===== src/rtl/sub_pkg.sv =====
// Shared definitions for the sequential borrow-lookahead subtractor.
//   state_t       : control FSM states (IDLE, RUN, DONE)
//   SLICE_W       : width of one borrow-lookahead slice
//   slice_count() : number of slices needed to cover a given operand width
package sub_pkg;

  typedef enum logic [1:0] {
    IDLE = 2'd0,
    RUN  = 2'd1,
    DONE = 2'd2
  } state_t;

  localparam int SLICE_W = 4;

  function automatic int slice_count(input int width);
    return width / SLICE_W;
  endfunction

endpackage


===== src/rtl/borrow_lookahead_slice.sv =====
// Combinational 4-bit borrow-lookahead subtract slice: d = a - b - bin.
//   a, b : 4-bit slice operands
//   bin  : borrow into bit 0
//   d    : 4-bit slice difference
//   bout : borrow out of bit 3
module borrow_lookahead_slice
  import sub_pkg::*;
(
  input  logic [SLICE_W-1:0] a,
  input  logic [SLICE_W-1:0] b,
  input  logic               bin,
  output logic [SLICE_W-1:0] d,
  output logic               bout
);

  logic [SLICE_W-1:0] g;
  logic [SLICE_W-1:0] p;
  logic [SLICE_W:0]   br;

  // g: this bit borrows regardless of the incoming borrow (a=0, b=1).
  // p: the incoming borrow passes through unchanged (a == b).
  assign g = ~a & b;
  assign p = ~(a ^ b);

  // Fully expanded lookahead terms, so no ripple path through the slice.
  assign br[0] = bin;
  assign br[1] = g[0] | (p[0] & bin);
  assign br[2] = g[1] | (p[1] & g[0]) | (p[1] & p[0] & bin);
  assign br[3] = g[2] | (p[2] & g[1]) | (p[2] & p[1] & g[0])
               | (p[2] & p[1] & p[0] & bin);
  assign br[4] = g[3] | (p[3] & g[2]) | (p[3] & p[2] & g[1])
               | (p[3] & p[2] & p[1] & g[0]) | (p[3] & p[2] & p[1] & p[0] & bin);

  assign d    = a ^ b ^ br[SLICE_W-1:0];
  assign bout = br[SLICE_W];

endmodule


===== src/rtl/seq_borrow_lookahead_subtractor.sv =====
// Multi-cycle subtractor: diff = (a - b - bin) mod 2^WIDTH, one 4-bit
// borrow-lookahead slice per clock, LSB slice first, behind a valid/ready
// handshake on both sides.
//   clk, rst_n           : clock, asynchronous active-low reset
//   in_valid / in_ready  : operand handshake (accepted only in IDLE)
//   a, b, bin            : minuend, subtrahend, borrow-in
//   out_valid / out_ready: result handshake (held in DONE until taken)
//   diff                 : difference word
//   bout                 : unsigned borrow-out (a < b + bin)
//   zero                 : diff == 0
//   ovf                  : two's-complement overflow
module seq_borrow_lookahead_subtractor
  import sub_pkg::*;
#(
  parameter int WIDTH = 16
) (
  input  logic             clk,
  input  logic             rst_n,
  input  logic             in_valid,
  output logic             in_ready,
  input  logic [WIDTH-1:0] a,
  input  logic [WIDTH-1:0] b,
  input  logic             bin,
  output logic             out_valid,
  input  logic             out_ready,
  output logic [WIDTH-1:0] diff,
  output logic             bout,
  output logic             zero,
  output logic             ovf
);

  localparam int NSL   = slice_count(WIDTH);
  localparam int IDX_W = (NSL > 1) ? $clog2(NSL) : 1;

  generate
    if ((WIDTH < SLICE_W) || ((WIDTH % SLICE_W) != 0)) begin : g_bad_width
      $error("seq_borrow_lookahead_subtractor: WIDTH must be a multiple of 4 and >= 4");
    end
  endgenerate

  state_t             state_q, state_d;

  logic [WIDTH-1:0]   a_p0, b_p0;
  logic               brw_p0;
  logic [IDX_W-1:0]   idx_p0;

  logic [WIDTH-1:0]   diff_p1;
  logic               bout_p1, zero_p1, ovf_p1;

  logic [SLICE_W-1:0] a_sl, b_sl, d_sl;
  logic               bo_sl;
  logic [WIDTH-1:0]   diff_nxt;
  logic               last_sl;

  // Select the active slice of the captured operands and merge the slice
  // result into the word; explicit compare-per-slice keeps widths exact.
  always_comb begin
    a_sl     = '0;
    b_sl     = '0;
    diff_nxt = diff_p1;
    for (int k = 0; k < NSL; k++) begin
      if (idx_p0 == IDX_W'(k)) begin
        a_sl = a_p0[k*SLICE_W +: SLICE_W];
        b_sl = b_p0[k*SLICE_W +: SLICE_W];
        diff_nxt[k*SLICE_W +: SLICE_W] = d_sl;
      end
    end
  end

  assign last_sl = (idx_p0 == IDX_W'(NSL - 1));

  borrow_lookahead_slice u_slice (
    .a    (a_sl),
    .b    (b_sl),
    .bin  (brw_p0),
    .d    (d_sl),
    .bout (bo_sl)
  );

  always_comb begin
    state_d = state_q;
    case (state_q)
      IDLE:    if (in_valid) state_d = RUN;
      RUN:     if (last_sl) state_d = DONE;
      DONE:    if (out_ready) state_d = IDLE;
      default: state_d = IDLE;
    endcase
  end

  always_ff @(posedge clk or negedge rst_n) begin
    if (!rst_n) begin
      state_q <= IDLE;
      a_p0    <= '0;
      b_p0    <= '0;
      brw_p0  <= 1'b0;
      idx_p0  <= '0;
      diff_p1 <= '0;
      bout_p1 <= 1'b0;
      zero_p1 <= 1'b0;
      ovf_p1  <= 1'b0;
    end else begin
      state_q <= state_d;
      case (state_q)
        // stage p0: operand capture; borrow register seeded with bin
        IDLE: begin
          if (in_valid) begin
            a_p0   <= a;
            b_p0   <= b;
            brw_p0 <= bin;
            idx_p0 <= '0;
          end
        end
        // stage p1: one slice per cycle into the result word; flags on the last
        RUN: begin
          diff_p1 <= diff_nxt;
          brw_p0  <= bo_sl;
          idx_p0  <= idx_p0 + 1'b1;
          if (last_sl) begin
            bout_p1 <= bo_sl;
            zero_p1 <= (diff_nxt == '0);
            ovf_p1  <= (a_p0[WIDTH-1] != b_p0[WIDTH-1]) &&
                       (diff_nxt[WIDTH-1] != a_p0[WIDTH-1]);
          end
        end
        default: ;
      endcase
    end
  end

  assign in_ready  = (state_q == IDLE);
  assign out_valid = (state_q == DONE);
  assign diff      = diff_p1;
  assign bout      = bout_p1;
  assign zero      = zero_p1;
  assign ovf       = ovf_p1;

endmodule


===== config.mk =====
export PLATFORM = sky130hd
export DESIGN_NAME = seq_borrow_lookahead_subtractor
export DESIGN_NICKNAME = d
export VERILOG_FILES = /design/src/rtl/sub_pkg.sv /design/src/rtl/borrow_lookahead_slice.sv /design/src/rtl/seq_borrow_lookahead_subtractor.sv
export SDC_FILE = /design/constraint.sdc
export NUM_CORES = 1
export LEC_CHECK = 0
export ABC_CLOCK_PERIOD_IN_PS = 2700
export CORE_ASPECT_RATIO = 0.5
export CORE_MARGIN = 2
export CORE_UTILIZATION = 47
export CTS_BUF_LIST = sky130_fd_sc_hd__clkbuf_2
export CTS_CLUSTER_DIAMETER = 40
export DETAILED_ROUTE_END_ITERATION = 8
export PLACE_DENSITY_LB_ADDON = 0.1
export SYNTH_ARGS = -nofsm -noshare
export SYNTH_HDL_FRONTEND = slang
export SYNTH_SLANG_ARGS = --single-unit

===== constraint.sdc =====
create_clock -name clk -period 2.7 [get_ports clk]
set_input_delay 0.27 -clock clk [delete_from_list [all_inputs] [get_ports clk]]
set_output_delay 0.27 -clock clk [all_outputs]
set_load 0.02 [all_outputs]

==> out/results.ini <==
[run_status]
status=complete, no violations

[min_path]
hold_path_end=state_q[1]$_DFFE_PN0P_
hp-start=out_ready
holdCritPathClass=in2reg
min_path_cells=2

[die]
std_cell_rows=19
design.die.area_um2=6420
initial_core_util_pct=49.1
die_height_um=57.7
core_um2=5520
die_w_um=111
ios=58

[critical_path]
critPathCaptureType=flop
crit_fanout=7
path_class=reg2reg
r2r_cells=12
r2r_start=idx_p0[0]$_DFFE_PN0P_
arrival_ns=3.05
r2r_slack_ns=0.03
start_kind=flop
critical-path-max-stage-delay_ns=0.52
cp_slowest_cell=dfrtp_2
cpMostUsedCell=a21oi_1
crit_chain=ha_4 -> nand3b_1 -> a21oi_1 -> a21oi_1 -> nor2_1 -> a21oi_2 -> ha_1 -> a211oi_4 -> o21bai_2 -> xor2_2 -> or3_1 -> a21oi_1
worstPathRequired_ns=3.08
rr_endpoint=ovf$_DFFE_PN0P_

[timing]
timing.final.crit_share_pct=98.9
fmaxAchievable_mhz=375
drv_slew=0
skew_ns=0.0213
slew_headroom_pct=52.5
rsz0062_at_grt=yes
finalHoldViolCount=0
tightest_slew_ns=0.713
period_needed_ns=2.67
setup_viol=0

[cts]
cts_tree=done
clockRootBuffer=clkbuf_2
cts_max_path_buffers=2
numClockSinks=56
path_clk_slew_ns=0.28
clk_latency_ns=0.44
ctsHtreeMaxLevel=2
numCtsBuffers=5

[routing]
drt_wl_total_mm=6.01
vias_per_cell=5.21
dr_total_vias=2079
drc=0
ant_nets=0
drt_iter0_drc=66
wl_per_cell_um=15.1
first_pass_iters=4

[synth]
ys_seq_area_share_pct=51.8
ys_seq_elements=56
synth_edf_count=0
syn_area_per_cell_um2=10.7
yosys_warnings=0
synthTopCellsByArea=dfrtp_1, mux2_2, nand2_1
yosysMostFrequentCell=dfrtp_1
syn_area_um2=2710
synthTopCellsByCount=dfrtp_1, nand2_1, mux2_2
synth_top_area_cell=dfrtp_1
synth_cells=252
synth.distinct_cells=38
postSynth.asyncResetShare_pct=100
synth_top_area_share_pct=51.8
syn_nets=298
synth_flop_cell=dfrtp_1

[grt]
grt_pass1_vias=2092
antenna_found_initial=0
overflow=0
grt.total_usage_pct=19.9
grt_pass1_wl_mm=10.2
grt_max_degree=57

[layout]
drive_above_1_share_pct=23.6
multi_input_area_um2=1290
fillers=457
final_util_pct=65.5
regArea_um2=1400
num_antenna_cells=0
area_delta_synth_final_pct=33.6
nNetsFinal=371

[place]
gp_congestion=0.834
portBuffers=57
dp_hpwl_mm=4.48

[flow_run]
cap_viol_max_count=0

[worst max path at each step]
stage                               start                to  slack (ns)  cells after the start
floorplan           idx_p0[1]$_DFFE_PN0P_   ovf$_DFFE_PN0P_        0.01                     15
finish              idx_p0[0]$_DFFE_PN0P_   ovf$_DFFE_PN0P_        0.03                     12
CTS                 idx_p0[0]$_DFFE_PN0P_   ovf$_DFFE_PN0P_        0.03                     12
global route        idx_p0[1]$_DFFE_PN0P_   ovf$_DFFE_PN0P_       -0.12                     13
detailed placement  idx_p0[1]$_DFFE_PN0P_  zero$_DFFE_PN0P_       -0.05                     13
global placement    idx_p0[1]$_DFFE_PN0P_   ovf$_DFFE_PN0P_        0.10                     13
[cell type report]
type / instances / share of cell area [%]
clock inverter: 2 / 0.969
inverter: 7 / 0.796
clock buffer: 6 / 0.831
multi-input combinational: 176 / 35.7
sequential: 56 / 38.8
timing repair buffer: 79 / 20.4
tap: 73 / 2.53
[per-stage QoR]
stage / instance area, um2 / instances / hold slack [ns] / worst slack, ns / setup TNS [ns]
CTS: 3520 / 396 / 0.383 / 0.0266 / 0
detailed placement: 3410 / 386 / 0.446 / -0.0481 / -0.0936
finish: 3610 / 399 / 0.389 / 0.0307 / 0
global placement: 3410 / 386 / 0.434 / 0.101 / 0
floorplan: 2720 / 252 / -0.0256 / 0.0145 / 0
global route: 3610 / 399 / 0.361 / -0.118 / -0.224
[cells by family after synthesis]
family	after synthesis	share of synthesized area, %
compound gates	63	13.2
buf+inv	20	3.93
simple gates	68	11.8
mux	32	13.3
fa+ha+maj	9	4.44
xor+xnor	4	1.57
flops	56	51.8
[cell usage in the layout (no fill, tap or decap), drive strengths merged, types with 2 or more instances in the layout]
cell	n
clkdlybuf4s50	56
dfrtp	56
nand2	38
mux2	31
o21ai	27
a21oi	24
buf	22
nor2	10
nand3b	8
ha	8
inv	7
clkbuf	6
a22oi	3
xor2	3
nand2b	2
o21bai	2
or3	2
nor3	2
o22ai	2
nor4	2
[registers in the layout, indices dropped and copies added (netlist names), 2 cells and up]
name and cells:
a_p0 16, b_p0 16, diff 16, idx_p0 2, state_q 2
[metal layers]
metal,global-route usage [%],share of wire [%],vias up
met5,0,0,-
met4,3.17,0.45,0
met3,4.29,4.2,4
met2,33.9,47,48
met1,27.5,49,1002
li1,-,-,1025
[critical path, delay by kind of cell, from the launching register on]
family,cells,cell delay (ns)
DFF,1,0.52
and+or+nand+nor,3,0.60
adders and majority gates,2,0.55
AOI/OAI and AO/OA,6,0.77
xor gates and xnor gates,1,0.17
[what timing repair did]
item	in CTS	in global routing
hold buffers	1	0
endpoints found under the hold margin	56	0
setup endpoints to repair	4	11
buffers inserted	1	3
resized for setup	7	18
pin swaps	1	5
Power is left out: the tool's default activity adds up to more than one toggle a clock period on the data nets, which glitch-free logic cannot reach.
